### src/rtl/shim_split_pkg.sv
// Shared shim definitions: the two-state handshake encoding used by every shim
// block, plus a constant-evaluable ceil(log2) helper for sizing counters/indices.
package shim_split_pkg;

  typedef enum logic {
    ST_IDLE = 1'b0,
    ST_BUSY = 1'b1
  } shim_state_e;

  // ceil(log2(n)), minimum 1 so a single-entry index still has a bit.
  function automatic int shim_clog2(input int n);
    int r;
    r = 1;
    while ((1 << r) < n) r++;
    return r;
  endfunction

endpackage

### src/rtl/shim_split_lane.sv
// One consumer lane of the scatter shim.
// Holds a pending flag that is set when the top captures a vector and cleared
// once the downstream consumer accepts (VALID && READY).
// Ports:
//   CLK, RST  clock and synchronous active-high reset
//   LOAD      set pending (top only asserts this while every lane is idle)
//   READY     downstream accept for this lane
//   VALID     registered pending flag, drives the lane's valid
//   ACCEPT    this lane is being accepted in the current cycle
module shim_split_lane (
  input  logic CLK,
  input  logic RST,
  input  logic LOAD,
  input  logic READY,
  output logic VALID,
  output logic ACCEPT
);

  logic pending;

  // READY on a lane that is not pending has no effect.
  assign ACCEPT = pending && READY;
  assign VALID  = pending;

  always_ff @(posedge CLK) begin
    if (RST) begin
      pending <= 1'b0;
    end else if (LOAD) begin
      pending <= 1'b1;
    end else if (ACCEPT) begin
      pending <= 1'b0;
    end
  end

endmodule

### src/rtl/shim_split.sv
// Scatter shim: captures one wide signed vector on VALID_IN/READY_OUT and
// offers each WIDTH slice to its own consumer on an independent valid/ready
// handshake. The vector is held until every lane has accepted, then DONE_OUT
// pulses for one cycle and the block re-opens for the next vector.
// Ports:
//   CLK, RST     clock and synchronous active-high reset
//   VALUES_IN    source vector, lane d = [d*WIDTH +: WIDTH]
//   VALID_IN     source strobe
//   READY_OUT    high in IDLE only
//   VALUES_OUT   captured vector, stable while any lane is pending
//   VALIDS_OUT   per-lane valid (lane pending)
//   READYS_IN    per-lane accept
//   DONE_OUT     one-cycle pulse after the last pending lane is accepted
//   OVERRUN_OUT  sticky flag: VALID_IN arrived while READY_OUT was low
module shim_split
  import shim_split_pkg::*;
#(
  parameter int NUM_OUTPUTS = 1,
  parameter int WIDTH       = 8
) (
  input  logic                                CLK,
  input  logic                                RST,
  input  logic signed [NUM_OUTPUTS*WIDTH-1:0] VALUES_IN,
  input  logic                                VALID_IN,
  output logic                                READY_OUT,
  output logic signed [NUM_OUTPUTS*WIDTH-1:0] VALUES_OUT,
  output logic        [NUM_OUTPUTS-1:0]       VALIDS_OUT,
  input  logic        [NUM_OUTPUTS-1:0]       READYS_IN,
  output logic                                DONE_OUT,
  output logic                                OVERRUN_OUT
);

  shim_state_e                         state_q;
  logic signed [NUM_OUTPUTS*WIDTH-1:0] values_p1;
  logic        [NUM_OUTPUTS-1:0]       pending;
  logic        [NUM_OUTPUTS-1:0]       accept;
  logic                                load;
  logic                                last_accept;
  logic                                done_q;
  logic                                overrun_q;

  assign READY_OUT = (state_q == ST_IDLE);
  assign load      = VALID_IN && READY_OUT;

  // Every lane still pending is accepted this cycle (several may finish together).
  assign last_accept = (state_q == ST_BUSY) && ((pending & ~accept) == '0);

  genvar d;
  generate
    for (d = 0; d < NUM_OUTPUTS; d++) begin : g_lane
      shim_split_lane u_lane (
        .CLK   (CLK),
        .RST   (RST),
        .LOAD  (load),
        .READY (READYS_IN[d]),
        .VALID (pending[d]),
        .ACCEPT(accept[d])
      );
    end
  endgenerate

  // Capture stage: vector register, written only on an accepted VALID_IN,
  // so it cannot change while any lane is pending.
  always_ff @(posedge CLK) begin
    if (RST) begin
      values_p1 <= '0;
    end else if (load) begin
      values_p1 <= VALUES_IN;
    end
  end

  always_ff @(posedge CLK) begin
    if (RST) begin
      state_q   <= ST_IDLE;
      done_q    <= 1'b0;
      overrun_q <= 1'b0;
    end else begin
      done_q <= last_accept;
      if (VALID_IN && !READY_OUT) begin
        overrun_q <= 1'b1;
      end
      case (state_q)
        ST_IDLE: if (load)        state_q <= ST_BUSY;
        ST_BUSY: if (last_accept) state_q <= ST_IDLE;
        default:                  state_q <= ST_IDLE;
      endcase
    end
  end

  assign VALUES_OUT  = values_p1;
  assign VALIDS_OUT  = pending;
  assign DONE_OUT    = done_q;
  assign OVERRUN_OUT = overrun_q;

endmodule
### config.mk
export PLATFORM = sky130hd
export DESIGN_NAME = shim_split
export DESIGN_NICKNAME = d
export VERILOG_FILES = /design/src/rtl/shim_split_pkg.sv /design/src/rtl/shim_split_lane.sv /design/src/rtl/shim_split.sv
export SDC_FILE = /design/constraint.sdc
export NUM_CORES = 1
export LEC_CHECK = 0
export ABC_AREA = 1
export CAP_MARGIN = 10
export CORE_AREA = 3 3 40 42
export CTS_BUF_LIST = sky130_fd_sc_hd__clkbuf_4
export DETAILED_ROUTE_END_ITERATION = 6
export DIE_AREA = 0 0 43 45
export PLACE_DENSITY = 0.74
export SYNTH_ARGS = -nofsm -noshare
export SYNTH_HDL_FRONTEND = slang
export SYNTH_HIERARCHICAL = 1
export SYNTH_SLANG_ARGS = --single-unit
### constraint.sdc
create_clock -name CLK -period 2.28 [get_ports CLK]
set_input_delay 0.228 -clock CLK [delete_from_list [all_inputs] [get_ports CLK]]
set_output_delay 0.228 -clock CLK [all_outputs]
set_load 0.01 [all_outputs]
## Yosys cells after proc, flatten, opt, wreduce, memory -nomap -nowiden

Index checks and enable logic that the tools add are counted.

| storage, ports and cells | value |
|---|---|
| register bits | 12 |

| cells by class | value |
|---|---|
| multiplexer cells | 5 |
| bitwise operators | 4 |
| reductions and logical operators | 5 |

Operator list:

| cell | number |
|---|---|
| 1-bit logical AND | 4 |
| 1-bit two-way mux | 4 |
| 1-bit inverter | 3 |
| 1-bit case mux with 2 select lines | 1 |
| 2-bit nonzero test | 1 |
| 1-bit bitwise AND | 1 |

## Logic depth before layout (Yosys ltp)

| depth | value |
|---|---|
| depth after elaboration | 7 |
| gate-level depth with buffers | 5 |
| gate-level depth less buffers | 5 |

## Hierarchy

The synthesis kept the hierarchy.

Modules (own cells, without submodules):

| module | instances | cells an instance | area an instance (µm²) | seq. area each (µm²) |
|---|---|---|---|---|
| shim_split | 1 | 65 | 447.9 | 220.2 |
| shim_split_lane | 1 | 7 | 47.5 | 20.0 |

## Worst setup path before layout

OpenSTA, ideal clock, no wires.

| timing | value |
|---|---|
| kind | register -> register |
| from | register state_q |
| to | register g_lane[0].u_lane.pending |
| library setup time | 66 ps |
| arrival | 757 ps |
| slack | 1,457 ps |
| cell stages (with the launch flop) | 4 |
| period minus slack after synthesis | 823 ps |
| path through | dfxtp_1 -> nor2_2 -> inv_1 -> a21oi_2 |

| on the way | value |
|---|---|
| word-level cells in the longest chain between the ends | 3 |

Ends and longest elaborated chain:

| what | line | source |
|---|---|---|
| start, declared | shim_split.sv:33 | `shim_state_e state_q;` |
| start signal, assigned | shim_split.sv:74 | `state_q <= ST_IDLE;` |
| start signal, assigned | shim_split.sv:83 | `ST_IDLE: if (load) state_q <= ST_BUSY;` |
| start signal, assigned | shim_split.sv:84 | `ST_BUSY: if (last_accept) state_q <= ST_IDLE;` |
| 1-bit inverter (*) | - |  |
| 1-bit logical AND (*) | shim_split.sv:43 | `assign load = VALID_IN && READY_OUT;` |
| via load | shim_split.sv:37 | `logic load;` |
| 1-bit two-way mux / 2-bit nonzero test (equally long branches) | - |  |
| end signal, assigned | shim_split_lane.sv:27 | `pending <= 1'b0;` |
| end signal, assigned | shim_split_lane.sv:29 | `pending <= 1'b1;` |
| end signal, assigned | shim_split_lane.sv:31 | `pending <= 1'b0;` |
| end, declared | shim_split_lane.sv:19 | `logic pending;` |

The timed path passes the listed nets; every way through them passes the cells marked *.
A chain may end at the register's enable or synchronous reset.

## Worst setup path in the final report

| timing | value |
|---|---|
| from | register state_q |
| to | output READY_OUT |

| on the way | value |
|---|---|
| word-level cells in the longest chain between the ends | 1 |

Ends and longest elaborated chain:

| what | line | source |
|---|---|---|
| 1-bit inverter | - |  |
| end, declared | shim_split.sv:25 | `output logic READY_OUT,` |

Every way passes these cells.

==> reports/qor.json <==
{
  "dieWidth": {"value": 43, "unit": "µm"},
  "cp-start-kind": {"value": "flop"},
  "dp_cells": {"value": 108},
  "crit_type": {"value": "reg -> out"},
  "tritoncts_clock_tree": {"value": "done"},
  "coreArea": {"value": 1280, "unit": "µm²"},
  "crit_path_max_fanout": {"value": 11},
  "synth.net_count": {"value": 84},
  "compound_gate_portion_of_the_synthesized_area": {"value": 0.0379},
  "synthMostInstantiatedCell": {"value": "sky130_fd_sc_hd__nor2_1"},
  "final.min_clock_period": {"value": 1.69, "unit": "ns"},
  "postSynthAreaPerCell": {"value": 6.88, "unit": "µm²"},
  "p_comb_frac": {"value": 0.224},
  "worst-endpoint-arrival": {"value": 1.46, "unit": "ns"},
  "rows": {"value": 13},
  "utilization": {"value": 0.587},
  "grt_first_pass_wirelength": {"value": 1.58, "unit": "mm"},
  "power_report.internal_total": {"value": 350, "unit": "µW"},
  "post_synth_mux_area_share": {"value": 0},
  "diodes": {"value": 0},
  "fmax": {"value": 592, "unit": "MHz"},
  "floorplan.die.height": {"value": 45, "unit": "µm"},
  "drt_iter0_drc": {"value": 1},
  "layout.cells.non_filler": {"value": 112},
  "timing.slew.headroom": {"value": 0.768},
  "yosys.cell_types.count": {"value": 13},
  "detail_route.vias_per_cell": {"value": 4.29},
  "ir_drop": {"value": 0.339, "unit": "mV"},
  "clock_sinks": {"value": 12},
  "first_global_vias": {"value": 415},
  "power_density": {"value": 625, "unit": "nW/µm²"},
  "wirelength": {"value": 969, "unit": "µm"},
  "h_tree_depth": {"value": 1},
  "clock_power_share": {"value": 0.276},
  "place_area": {"value": 728, "unit": "µm²"},
  "post_synth_and_or_nand_nor_area_fraction": {"value": 0.331},
  "initial_utilization": {"value": 0.386},
  "postCtsResizedCells": {"value": 0},
  "power.share.switching": {"value": 0.259},
  "post_synth_inst_count": {"value": 72},
  "transition_time_of_the_tightest_slew_check_pin": {"value": 0.346, "unit": "ns"},
  "power_frac_seq": {"value": 0.500},
  "worst_skew_pair.late_latency": {"value": 0.27, "unit": "ns"},
  "fin_crit_sh": {"value": 0.741},
  "final-setup-viol-count": {"value": 0},
  "grt_start_max_net_pins": {"value": 12},
  "place_hpwl": {"value": 741, "unit": "µm"},
  "asyncSetResetFlopFracSynth": {"value": 0},
  "port-buffer-count": {"value": 23},
  "combinational_family_with_the_most_area_after_synthesis": {"value": "simple AND/OR/NAND/NOR gates"},
  "timing_max_transition_violations_final": {"value": 0},
  "post-synth-top-area-cell": {"value": "sky130_fd_sc_hd__dfxtp_1"},
  "synth.yosys.seq_area_share": {"value": 0.485},
  "synth_top_flop_cell": {"value": "sky130_fd_sc_hd__dfxtp_1"},
  "design_area": {"value": 754, "unit": "µm²"},
  "wirelength_per_cell": {"value": 8.65, "unit": "µm"},
  "vias": {"value": 480},
  "synth.ff_latch_count": {"value": 12},
  "ys.warnings.count": {"value": 6},
  "cts.hold.buffers_added": {"value": 0},
  "drcViolationCount": {"value": 0},
  "grt_antenna_before_repair": {"value": 0},
  "mappedNetlistArea": {"value": 495, "unit": "µm²"},
  "synth_largest_type_area_fraction": {"value": 0.485},
  "synth-edff-count": {"value": 0},
  "io_pins": {"value": 24},
  "cts-root-buf": {"value": "sky130_fd_sc_hd__clkbuf_4"},
  "die_area": {"value": 1940, "unit": "µm²"},
  "cp-end-kind": {"value": "output pin"},
  "holdWs": {"value": 0.479, "unit": "ns"},
  "grt_setup_unrepaired": {"value": "false"},
  "cellLeakagePower": {"value": 0.000363, "unit": "µW"},
  "post-cts-setup-buffers": {"value": 0},
  "design.final.nets": {"value": 110},
  "yosys-top-cells-count": {"value": "20 x sky130_fd_sc_hd__nor2_1, 14 x sky130_fd_sc_hd__inv_1, 12 x sky130_fd_sc_hd__dfxtp_1, 10 x sky130_fd_sc_hd__nand2_1, 8 x sky130_fd_sc_hd__nand3_1"},
  "synth.area.top_cells": {"value": "sky130_fd_sc_hd__dfxtp_1 48%, sky130_fd_sc_hd__nor2_1 15%, sky130_fd_sc_hd__inv_1 11%"},
  "detailedRoute.firstPassIterationCount": {"value": 4},
  "net_switching_power_of_the_design": {"value": 122, "unit": "µW"},
  "tritoncts.num_buffers": {"value": 3},
  "run_status": {"value": "finished, final reports clean"},
  "place.gp.congestion": {"value": 0.710},
  "yosys.area_share.xor_xnor": {"value": 0},
  "skew": {"value": 0.00257, "unit": "ns"},
  "final_layout_size_suffix_gt1_frac": {"value": 0.0515},
  "synth_fa_ha_area_frac": {"value": 0},
  "area_growth": {"value": 52.3, "unit": "%"},
  "final-hold-violation-count": {"value": 0},
  "setup_total_negative_slack": {"value": 0, "unit": "ns"},
  "hold_class": {"value": "reg -> reg"},
  "clock_tree.buffer_depth": {"value": 2},
  "drt.antenna.violating_nets": {"value": 0},
  "grt.overflow.total": {"value": 0},
  "required": {"value": 2.05, "unit": "ns"},
  "drv_cap": {"value": 0},
  "clkSlewWorstSetupHoldPaths": {"value": 0.07, "unit": "ns"},
  "grt_use_total": {"value": 0.113}
}
-- cells in the final DEF (no fill, tap or decap) --
master and count:
sky130_fd_sc_hd__nand2_1 10, sky130_fd_sc_hd__clkinv_1 2, sky130_fd_sc_hd__a21oi_2 1, sky130_fd_sc_hd__a21oi_1 1
sky130_fd_sc_hd__nand3_1 8, sky130_fd_sc_hd__dfxtp_1 12, sky130_fd_sc_hd__inv_1 14, sky130_fd_sc_hd__nor2_1 20
sky130_fd_sc_hd__clkdlybuf4s50_1 23, sky130_fd_sc_hd__o21ai_0 1, sky130_fd_sc_hd__clkbuf_4 3, sky130_fd_sc_hd__nor3_1 1
sky130_fd_sc_hd__nor2_2 1
-- flip-flops by register name, summed over array words and instances (netlist names) --
name,flops
state_q,1
g_lane.u_lane/VALID,1
VALUES_OUT,8
OVERRUN_OUT,1
DONE_OUT,1
-- power by group through the flow --
stage               clock network, µW  logic [µW]  registers, µW
floorplan                           0        43.9            248
global placement                    0         106            241
detailed placement                  0         107            241
CTS                               138         107            236
global route                      147         117            239
finish                            130         106            236
-- through the flow --
step	total power (µW)	setup slack (ns)
5_1_grt	503	0.521
3_3_place_gp	347	0.722
4_1_cts	482	0.579
3_5_place_dp	348	0.677
2_1_floorplan	292	1.46
6_report	472	0.590
-- worst paths after layout --
path                    start                endpoint  slack, ns  depth (start not counted)
hold / removal    OVERRUN_OUT             OVERRUN_OUT       0.48                          2
hold reg to reg   OVERRUN_OUT             OVERRUN_OUT       0.48                          2
setup / recovery      state_q               READY_OUT       0.59                          2
setup reg to reg      state_q  g_lane[0].u_lane/VALID       1.33                          3
-- area by class of cell --
cell class                 instances  area, µm²
timing repair buffer              23        230
sequential                        12        240
multi-input combinational         43        183
fill                             132        531
clock inverter                     1       3.75
tap                               15       18.8
inverter                          15       56.3
clock buffer                       3       22.5
-- kinds of logic after synthesis --
group / after synthesis
and+or+nand+nor: 40
DFF: 12
AOI/OAI and AO/OA: 3
buffers and inverters: 17
-- routing by layer --
metal,routed length (µm),global-route usage
met3,61,0.0359
met2,403,0.147
met4,29,0.108
met5,0,0
met1,475,0.144
-- critical path, stage by stage, from the launching register on --
cell and delay, ns:
sky130_fd_sc_hd__dfxtp_1 0.34, sky130_fd_sc_hd__inv_1 0.25, sky130_fd_sc_hd__clkdlybuf4s50_1 0.60
(Power assumes the default switching activity.)
==> variant, RTL diff (config.mk and constraints unchanged) <==
Make the reset (`RST`) asynchronous in 3 clocked blocks. Comments in the files are not updated.
--- a/src/rtl/shim_split_lane.sv
+++ b/src/rtl/shim_split_lane.sv
@@ -22,7 +22,7 @@
   assign ACCEPT = pending && READY;
   assign VALID  = pending;
 
-  always_ff @(posedge CLK) begin
+  always_ff @(posedge CLK or posedge RST) begin
     if (RST) begin
       pending <= 1'b0;
     end else if (LOAD) begin
--- a/src/rtl/shim_split.sv
+++ b/src/rtl/shim_split.sv
@@ -61,7 +61,7 @@
 
   // Capture stage: vector register, written only on an accepted VALID_IN,
   // so it cannot change while any lane is pending.
-  always_ff @(posedge CLK) begin
+  always_ff @(posedge CLK or posedge RST) begin
     if (RST) begin
       values_p1 <= '0;
     end else if (load) begin
@@ -69,7 +69,7 @@
     end
   end
 
-  always_ff @(posedge CLK) begin
+  always_ff @(posedge CLK or posedge RST) begin
     if (RST) begin
       state_q   <= ST_IDLE;
       done_q    <= 1'b0;
Check against the original RTL: differs if RST is asserted again (counterexample within 4 cycles, from zero or initial values and one cycle with RST high); with RST held inactive, the same outputs for 10 cycles.
==> variant against the original RTL <==
  * Setup slack better by 0.044 ns
  * Worst hold slack worse by 0.35 ns
  * Global-route usage rose by 1.1 points
  * Sequential cell count is the same
  * Routed wire length grew 7.9%
  * Clock skew up 0.0038 ns
  * Cell area grew 0.33%
  * Final cell count down 16%
  * Count of clock-buffer cells in the layout unchanged
  * Synthesized area rose by 2.5%
  * Utilization up 0.19 points
  * Critical endpoint unchanged
  * Critical path type unchanged
Power is not compared: it rests on default switching activity, and its combinational part moved more than twofold at a synthesized area within 25%.
==> variant: results <==
set metrics [dict create \
    crit_family "buffers and inverters" \
    syn_nets 67 \
    grt_usage_pct 12.3 \
    min-delay-path-class "input port to async pin" \
    htree_levels 1 \
    p_leak_nw 0.385 \
    use_met1_pct 14.9 \
    worstSkewPairLatency_ns 0.27 \
    wirelength_um 1050 \
    max_stage_delay_ns 0.58 \
    synth_mux_area_share_pct 0 \
    cts_buffers 3 \
    synthAdderAreaFrac_pct 0 \
    largest_register_ffs 8 \
    dp.cells 91 \
    met2_usage_pct 19.8 \
    vdd_drop_max_mv 0.500 \
    synth.area.top_cells "dfrtp_1 (59%), nand2_1 (15%), nand3_1 (8.9%)" \
    path_max_fanout 12 \
    drt_iter0_markers 6 \
    place_area_um2 734 \
    yosysUniqueCellTypes 9 \
    cts_max_path_buffers 2 \
    antenna_found_initial 0 \
    place_ws_ns 0.913 \
    synth_xor_area_share_pct 0 \
    m1WireLength_um 438 \
    numPortBuffers 23 \
    grt_max_degree 13 \
    routed_via_density 4.62 \
    final_cell_count_no_fill 94 \
    worst_pin_slew_ns 0.409 \
    root_buffer "clkbuf_4" \
    use_met3_pct 2.39 \
    grt_pass1_vias 391 \
    hpwlAfterDp_um 809 \
    synthCells 55 \
    diodes 0 \
    status "completed" \
    setup_violations 0 \
    dr_wl_met3_um 60 \
    drt_first_pass_iters 4 \
    top_layer_used "met4" \
    post_cts_buffers 0 \
    async_flop_share_pct 100 \
    met2_length_um 517 \
    cts-resized-gates 0 \
    yosysSeqAreaShare_pct 59.1 \
    critPathArrivalTime_ns 1.42 \
    drive_gt1_share_pct 8.86 \
    clk_pin_slew_ns 0.07 \
    synth_common_cells "nand2_1 (20), dfrtp_1 (12), nand3_1 (9)" \
    nNetsFinal 93 \
    yosysWarnings 6 \
    slowest_stage "clkdlybuf4s50_1" \
    grt_pass1_wl_um 1690 \
    synth-compound-area-share_pct 3.94 \
    fin_worst_skew_ns 0.00642 \
    gp_congestion 0.674 \
]
-- variant: path summary, 6_finish.rpt --
kind	from	end	slack [ns]	depth (start not counted)
max reg2reg	state_q	VALUES_OUT[4]	1.33	4
min reg2reg	VALUES_OUT[5]	VALUES_OUT[5]	0.47	2
max	state_q	READY_OUT	0.63	2
min in group CLK	VALUES_OUT[5]	VALUES_OUT[5]	0.47	2
max in group asynchronous	RST	DONE_OUT	1.71	2
min	RST	g_lane[0].u_lane/VALID	0.13	2
-- variant: layout make-up --
type	instances	area [µm²]
clock buffer	3	22.5
inverter	9	33.8
multi-input combinational	32	151
sequential	12	300
tap	15	18.8
fill	129	528
timing repair buffer	23	230
-- variant: power breakdown --
group          internal [mW]  leakage (nW)  switching, mW
registers              0.269         0.144         0.0323
clock network         0.0610        0.0138         0.0659
logic                  0.140         0.228          0.117
total                  0.469         0.385          0.215
-- variant: worst register-to-register path: stages (launching register included) --
cell and delay, ns:
dfrtp_1 0.38, inv_2 0.19, nand2_4 0.13, nand2_1 0.08, nand2_1 0.06
